<file path="src/rtl/simple_proc_datapath_pkg.sv">
// Shared definitions for the multi-cycle datapath: opcodes, FSM states, widths.
package simple_proc_datapath_pkg;

    localparam int DATA_W_DEF = 16;
    localparam int NREG       = 4;

    localparam logic [1:0] OP_MV  = 2'b00;
    localparam logic [1:0] OP_MVI = 2'b01;
    localparam logic [1:0] OP_ADD = 2'b10;
    localparam logic [1:0] OP_SUB = 2'b11;

    typedef enum logic [1:0] {
        T0 = 2'd0,
        T1 = 2'd1,
        T2 = 2'd2,
        T3 = 2'd3
    } state_t;

endpackage

</file>
<file path="src/rtl/simple_proc_datapath_en_reg.sv">
// Load-enable register with asynchronous clear; used for R0..R3, A and G.
module en_reg #(
    parameter int W = 16
) (
    input  logic         clk,
    input  logic         rst,
    input  logic         en,
    input  logic [W-1:0] d,
    output logic [W-1:0] q
);

    // Capture d on the rising edge when enabled; reset clears the contents.
    always_ff @(posedge clk or posedge rst) begin
        if (rst) begin
            q <= '0;
        end else if (en) begin
            q <= d;
        end
    end

endmodule

</file>
<file path="src/rtl/simple_proc_datapath.sv">
// Multi-cycle datapath: four general registers, accumulator A, result G,
// add/sub ALU and an AND-OR shared bus sequenced by a four-state FSM.
module simple_proc_datapath
    import simple_proc_datapath_pkg::*;
#(
    parameter int DATA_W = DATA_W_DEF
) (
    input  logic              clk,
    input  logic              rst,
    input  logic              run,
    input  logic [5:0]        instr,
    input  logic [DATA_W-1:0] din,
    output logic [DATA_W-1:0] bus,
    output logic              done,
    output logic [DATA_W-1:0] r0_q,
    output logic [DATA_W-1:0] r1_q,
    output logic [DATA_W-1:0] r2_q,
    output logic [DATA_W-1:0] r3_q
);

    state_t            state_q, state_d;
    logic [5:0]        ir_q;
    logic              irLoad;
    logic [1:0]        op, rx, ry;

    logic [DATA_W-1:0] regQ [NREG];
    logic [NREG-1:0]   regLoad;
    logic              rxLoad;
    logic              aLoad, gLoad;
    logic [DATA_W-1:0] a_q, g_q, aluOut;

    logic              drvRy, drvRx, drvDin, drvG;

    assign op = ir_q[5:4];
    assign rx = ir_q[3:2];
    assign ry = ir_q[1:0];

    // State register; reset aborts any instruction in flight and returns to T0.
    always_ff @(posedge clk or posedge rst) begin
        if (rst) begin
            state_q <= T0;
        end else begin
            state_q <= state_d;
        end
    end

    // Instruction register; only written when an instruction is accepted in T0.
    always_ff @(posedge clk or posedge rst) begin
        if (rst) begin
            ir_q <= '0;
        end else if (irLoad) begin
            ir_q <= instr;
        end
    end

    // Control: next state, one-hot bus driver enables, register loads and done.
    always_comb begin
        state_d = state_q;
        irLoad  = 1'b0;
        drvRy   = 1'b0;
        drvRx   = 1'b0;
        drvDin  = 1'b0;
        drvG    = 1'b0;
        rxLoad  = 1'b0;
        aLoad   = 1'b0;
        gLoad   = 1'b0;
        done    = 1'b0;
        case (state_q)
            T0: begin
                if (run) begin
                    irLoad  = 1'b1;
                    state_d = T1;
                end
            end
            T1: begin
                case (op)
                    OP_MV: begin
                        drvRy   = 1'b1;
                        rxLoad  = 1'b1;
                        done    = 1'b1;
                        state_d = T0;
                    end
                    OP_MVI: begin
                        drvDin  = 1'b1;
                        rxLoad  = 1'b1;
                        done    = 1'b1;
                        state_d = T0;
                    end
                    default: begin
                        drvRx   = 1'b1;
                        aLoad   = 1'b1;
                        state_d = T2;
                    end
                endcase
            end
            T2: begin
                drvRy   = 1'b1;
                gLoad   = 1'b1;
                state_d = T3;
            end
            T3: begin
                drvG    = 1'b1;
                rxLoad  = 1'b1;
                done    = 1'b1;
                state_d = T0;
            end
            default: state_d = T0;
        endcase
    end

    // Decode the Rx index into a per-register load enable.
    always_comb begin
        regLoad = '0;
        for (int i = 0; i < NREG; i++) begin
            regLoad[i] = rxLoad && (rx == 2'(i));
        end
    end

    // AND-OR shared bus: with no driver enabled the bus reads zero.
    always_comb begin
        bus = ({DATA_W{drvRy}}  & regQ[ry])
            | ({DATA_W{drvRx}}  & regQ[rx])
            | ({DATA_W{drvDin}} & din)
            | ({DATA_W{drvG}}   & g_q);
    end

    // ALU: A plus or minus the bus, modulo 2^DATA_W.
    always_comb begin
        aluOut = (op == OP_SUB) ? (a_q - bus) : (a_q + bus);
    end

    for (genvar i = 0; i < NREG; i++) begin : gen_regs
        en_reg #(.W(DATA_W)) uReg (
            .clk (clk),
            .rst (rst),
            .en  (regLoad[i]),
            .d   (bus),
            .q   (regQ[i])
        );
    end

    en_reg #(.W(DATA_W)) uRegA (
        .clk (clk),
        .rst (rst),
        .en  (aLoad),
        .d   (bus),
        .q   (a_q)
    );

    en_reg #(.W(DATA_W)) uRegG (
        .clk (clk),
        .rst (rst),
        .en  (gLoad),
        .d   (aluOut),
        .q   (g_q)
    );

    assign r0_q = regQ[0];
    assign r1_q = regQ[1];
    assign r2_q = regQ[2];
    assign r3_q = regQ[3];

endmodule

</file>
<file path="config.mk">
export PLATFORM = sky130hd
export DESIGN_NAME = simple_proc_datapath
export DESIGN_NICKNAME = d
export VERILOG_FILES = /design/src/rtl/simple_proc_datapath_pkg.sv /design/src/rtl/simple_proc_datapath_en_reg.sv /design/src/rtl/simple_proc_datapath.sv
export SDC_FILE = /design/constraint.sdc
export NUM_CORES = 1
export LEC_CHECK = 0
export ABC_AREA = 1
export ABC_CLOCK_PERIOD_IN_PS = 4200
export BUFFER_PORTS_ARGS = -buffer_cell sky130_fd_sc_hd__clkbuf_2
export CAP_MARGIN = 5
export CORE_MARGIN = 5
export CORE_UTILIZATION = 34
export CTS_CLUSTER_DIAMETER = 200
export DETAILED_ROUTE_END_ITERATION = 7
export GPL_ROUTABILITY_DRIVEN = 0
export PLACE_DENSITY = 0.57
export SYNTH_ARGS = -nofsm -noshare
export SYNTH_HDL_FRONTEND = slang
export SYNTH_SLANG_ARGS = --single-unit
export TNS_END_PERCENT = 10
</file>
<file path="constraint.sdc">
create_clock -name clk -period 4.2 [get_ports clk]
set_input_delay 0.21 -clock clk [delete_from_list [all_inputs] [get_ports clk]]
set_output_delay 0.21 -clock clk [all_outputs]
set_load 0.01 [all_outputs]
</file>
==> results.sh <==
export IMPL_ys_ff_latch=104
export IMPL_post_route_period_util_pct=91.1
export IMPL_hold_path_class="in2async"
export IMPL_cts_buffers=9
export IMPL_cp_common_cell="nand2_1"
export IMPL_setup_viol=0
export IMPL_reg2reg_slack_ns=0.38
export IMPL_cts_tree="yes"
export IMPL_synth_edf_count=0
export IMPL_slew_headroom_pct=33.2
export IMPL_finalMaxSlewViolations=0
export IMPL_dieArea_mm2=0.0234
export IMPL_critPathBufInv=4
export IMPL_antenna_found_initial=0
export IMPL_post_cts_setup_buffers=0
export IMPL_dr_total_vias=6445
export IMPL_yosysSeqAreaShare_pct=37.4
export IMPL_cp_end_kind="flip-flop"
export IMPL_rows=52
export IMPL_synth_cell_type_count=41
export IMPL_clk_latency_ns=0.36
export IMPL_status="complete, no violations"
export IMPL_vias_per_cell=4.73
export IMPL_drv_cap=0
export IMPL_ant_nets=0
export IMPL_final_cell_area_mm2=0.00804
export IMPL_crit_fanout=10
export IMPL_antenna_cells=0
export IMPL_die_h_um=153
export IMPL_reg2reg_depth=22
export IMPL_grt_pass1_wl_um=34900
export IMPL_die_w_um=153
export IMPL_criticalPathCategory="reg2reg"
export IMPL_async_flop_share_pct=100
export IMPL_crit_cells=22
export IMPL_startpoint_type="flip-flop"
export IMPL_grt_max_degree=72
export IMPL_post_route_drc_count=0
export IMPL_crit_family="adder cells"
export IMPL_clkSinkCount=104
export IMPL_cts_resized_gates=0
export IMPL_cpPeakStageDelay_ns=0.43
export IMPL_dpl_cell_area_mm2=0.00774
export IMPL_synth_flop_cell="dfrtp_1"
export IMPL_required_ns=4.47
export IMPL_grt_total_usage_pct=18.6
export IMPL_syn_inst=995
export IMPL_fillers=2155
export IMPL_area_growth_pct=15.5
export IMPL_yosysWarnings=0
export IMPL_initialDrtViolationCount=446
export IMPL_rsz0062_at_grt="false"
export IMPL_overflow=0
export IMPL_coreArea_mm2=0.0202
export IMPL_fin_nets=1138
export IMPL_drive_gt1_share_pct=18.1
export IMPL_max_freq_ghz=0.261
export IMPL_routed_wl_um=21700
export IMPL_path_cells="inv_1 -> ha_1 -> nand3_1 -> inv_2 -> nand2_1 -> nand2_1 -> clkinv_1 -> nand2_2 -> nor2_8 -> ha_1 -> or2_2 -> o21ai_0 -> inv_1 -> fa_1 -> o21ai_0 -> nand2_1 -> nand2_1 -> a21oi_1 -> o21ai_1 -> a21oi_1 -> xor2_1 -> o21ai_0"
export IMPL_final_hold_violation_count=0
export IMPL_synth_nets=1044
export IMPL_cts_root_buf="clkbuf_16"
export IMPL_netlist_area_mm2=0.00696
export IMPL_initial_core_util_pct=34.5
export IMPL_cp_arrival_ns=4.10
export IMPL_cp_slowest_cell="fa_1"
export IMPL_dp_hpwl_um=16400
export IMPL_hold_buffers=0
export IMPL_io_buffers=105
export IMPL_grt_pass1_vias=6322
export IMPL_clk_path_buf_depth=2
export IMPL_fin_crit_ns=3.82
export IMPL_tns_ns=0
export IMPL_clk_pin_slew_ns=0.07
export IMPL_htree_levels=3
export IMPL_dr_pass1_iters=5
export IMPL_synth_avg_cell_area_um2=6.99
export IMPL_fin_skew_ns=0.00639
export IMPL_worst_slew_pin_slew_ns=1.00
export IMPL_post_drt_wl_per_cell_um=15.9
export IMPL_io_pins=106
routing by layer:
metal / global-route usage (%) / wire length, um / vias up
met3: 2.80 / 974 / 36
met1: 26.1 / 10400 / 2934
met2: 29.4 / 9780 / 170
met4: 6.19 / 507 / 0
met5: 0 / 0 / -
li1: - / - / 3305
final timing paths:
check                                         to
max reg2reg                          uRegG.q[10]
min                                      ir_q[4]
max                                  uRegG.q[10]
min in group clk                         ir_q[4]
max in group asynchronous  gen_regs[1].uReg.q[3]
min reg2reg                          uRegG.q[15]
synth_stat cells (all sizes together) (2+ instances only):
cell | instances | area share, %
nor2 | 85 | 5.3
buf | 28 | 3.2
dfrtp | 104 | 37
xor2 | 17 | 2.1
inv | 115 | 6.3
ha | 23 | 4.1
mux2 | 3 | 0.49
nand4 | 4 | 0.45
nand3 | 65 | 6.4
a31oi | 7 | 0.63
a21oi | 40 | 3.0
o21a | 2 | 0.22
nand2 | 363 | 20
o21ai | 100 | 7.2
or2 | 2 | 0.18
clkinv | 5 | 0.27
nor3 | 4 | 0.36
xnor2 | 4 | 0.50
clkbuf | 17 | 0.92
cell families (layout without fill, tap and decap cells):
group           after synthesis  after routing  share of synthesized area (%)
mux                           3              3                          0.485
xor+xnor                     21             21                           2.64
buf+inv                     165            264                           10.7
fa+ha+maj                    24             24                           4.42
flops                       104            104                           37.4
compound gates              154            154                           11.6
simple gates                524            524                           32.8
final cells by class:
type                    count  area, um^2  share of cell area [%]
multi-input cells         726        3630                    45.1
repair buffers            128         711                    8.84
flip-flops and latches    104        2600                    32.4
clock inverters             5        56.3                   0.700
clock buffers              11         243                    3.02
well taps                 270         338                    4.20
inverters                 120         460                    5.73
cell usage in the layout (no fill, tap or decap), drive strengths merged:
cell,synthesis,routed
nand2,363,363
clkbuf,17,116
inv,115,115
dfrtp,104,104
o21ai,100,100
nor2,85,85
nand3,65,65
a21oi,40,40
ha,23,23
buf,28,23
xor2,17,17
clkinv,5,8
a31oi,7,7
xnor2,4,4
nand4,4,4
nor3,4,4
mux2,3,3
o21a,2,2
or2,2,2
nand3b,1,1
a21o,1,1
a221oi,1,1
o31ai,1,1
o2111ai,1,1
o21bai,1,1
fa,1,1
bufinv,0,1
clkinvlp,0,1
per-stage QoR:
step / instances / setup slack [ns] / utilization, % / hold slack [ns]
after global placement: 1348 / 0.366 / 38.4 / 0.447
after floorplan: 995 / 0.546 / - / 0.360
after detailed placement: 1348 / 0.275 / 38.4 / 0.466
final: 1364 / 0.376 / 39.9 / 0.0427
after global routing: 1364 / 0.0548 / 39.9 / 0.0964
after CTS: 1364 / 0.256 / 39.9 / 0.0845
flip-flops by register name (all words and copies together) (netlist names), named ones only:
signal / cells
gen_regs.uReg.q: 64
ir_q: 6
state_q: 1
uRegA.q: 16
uRegG.q: 16
Power is left out: the tool's default activity adds up to more than one toggle a clock period on the data nets, which glitch-free logic cannot reach.
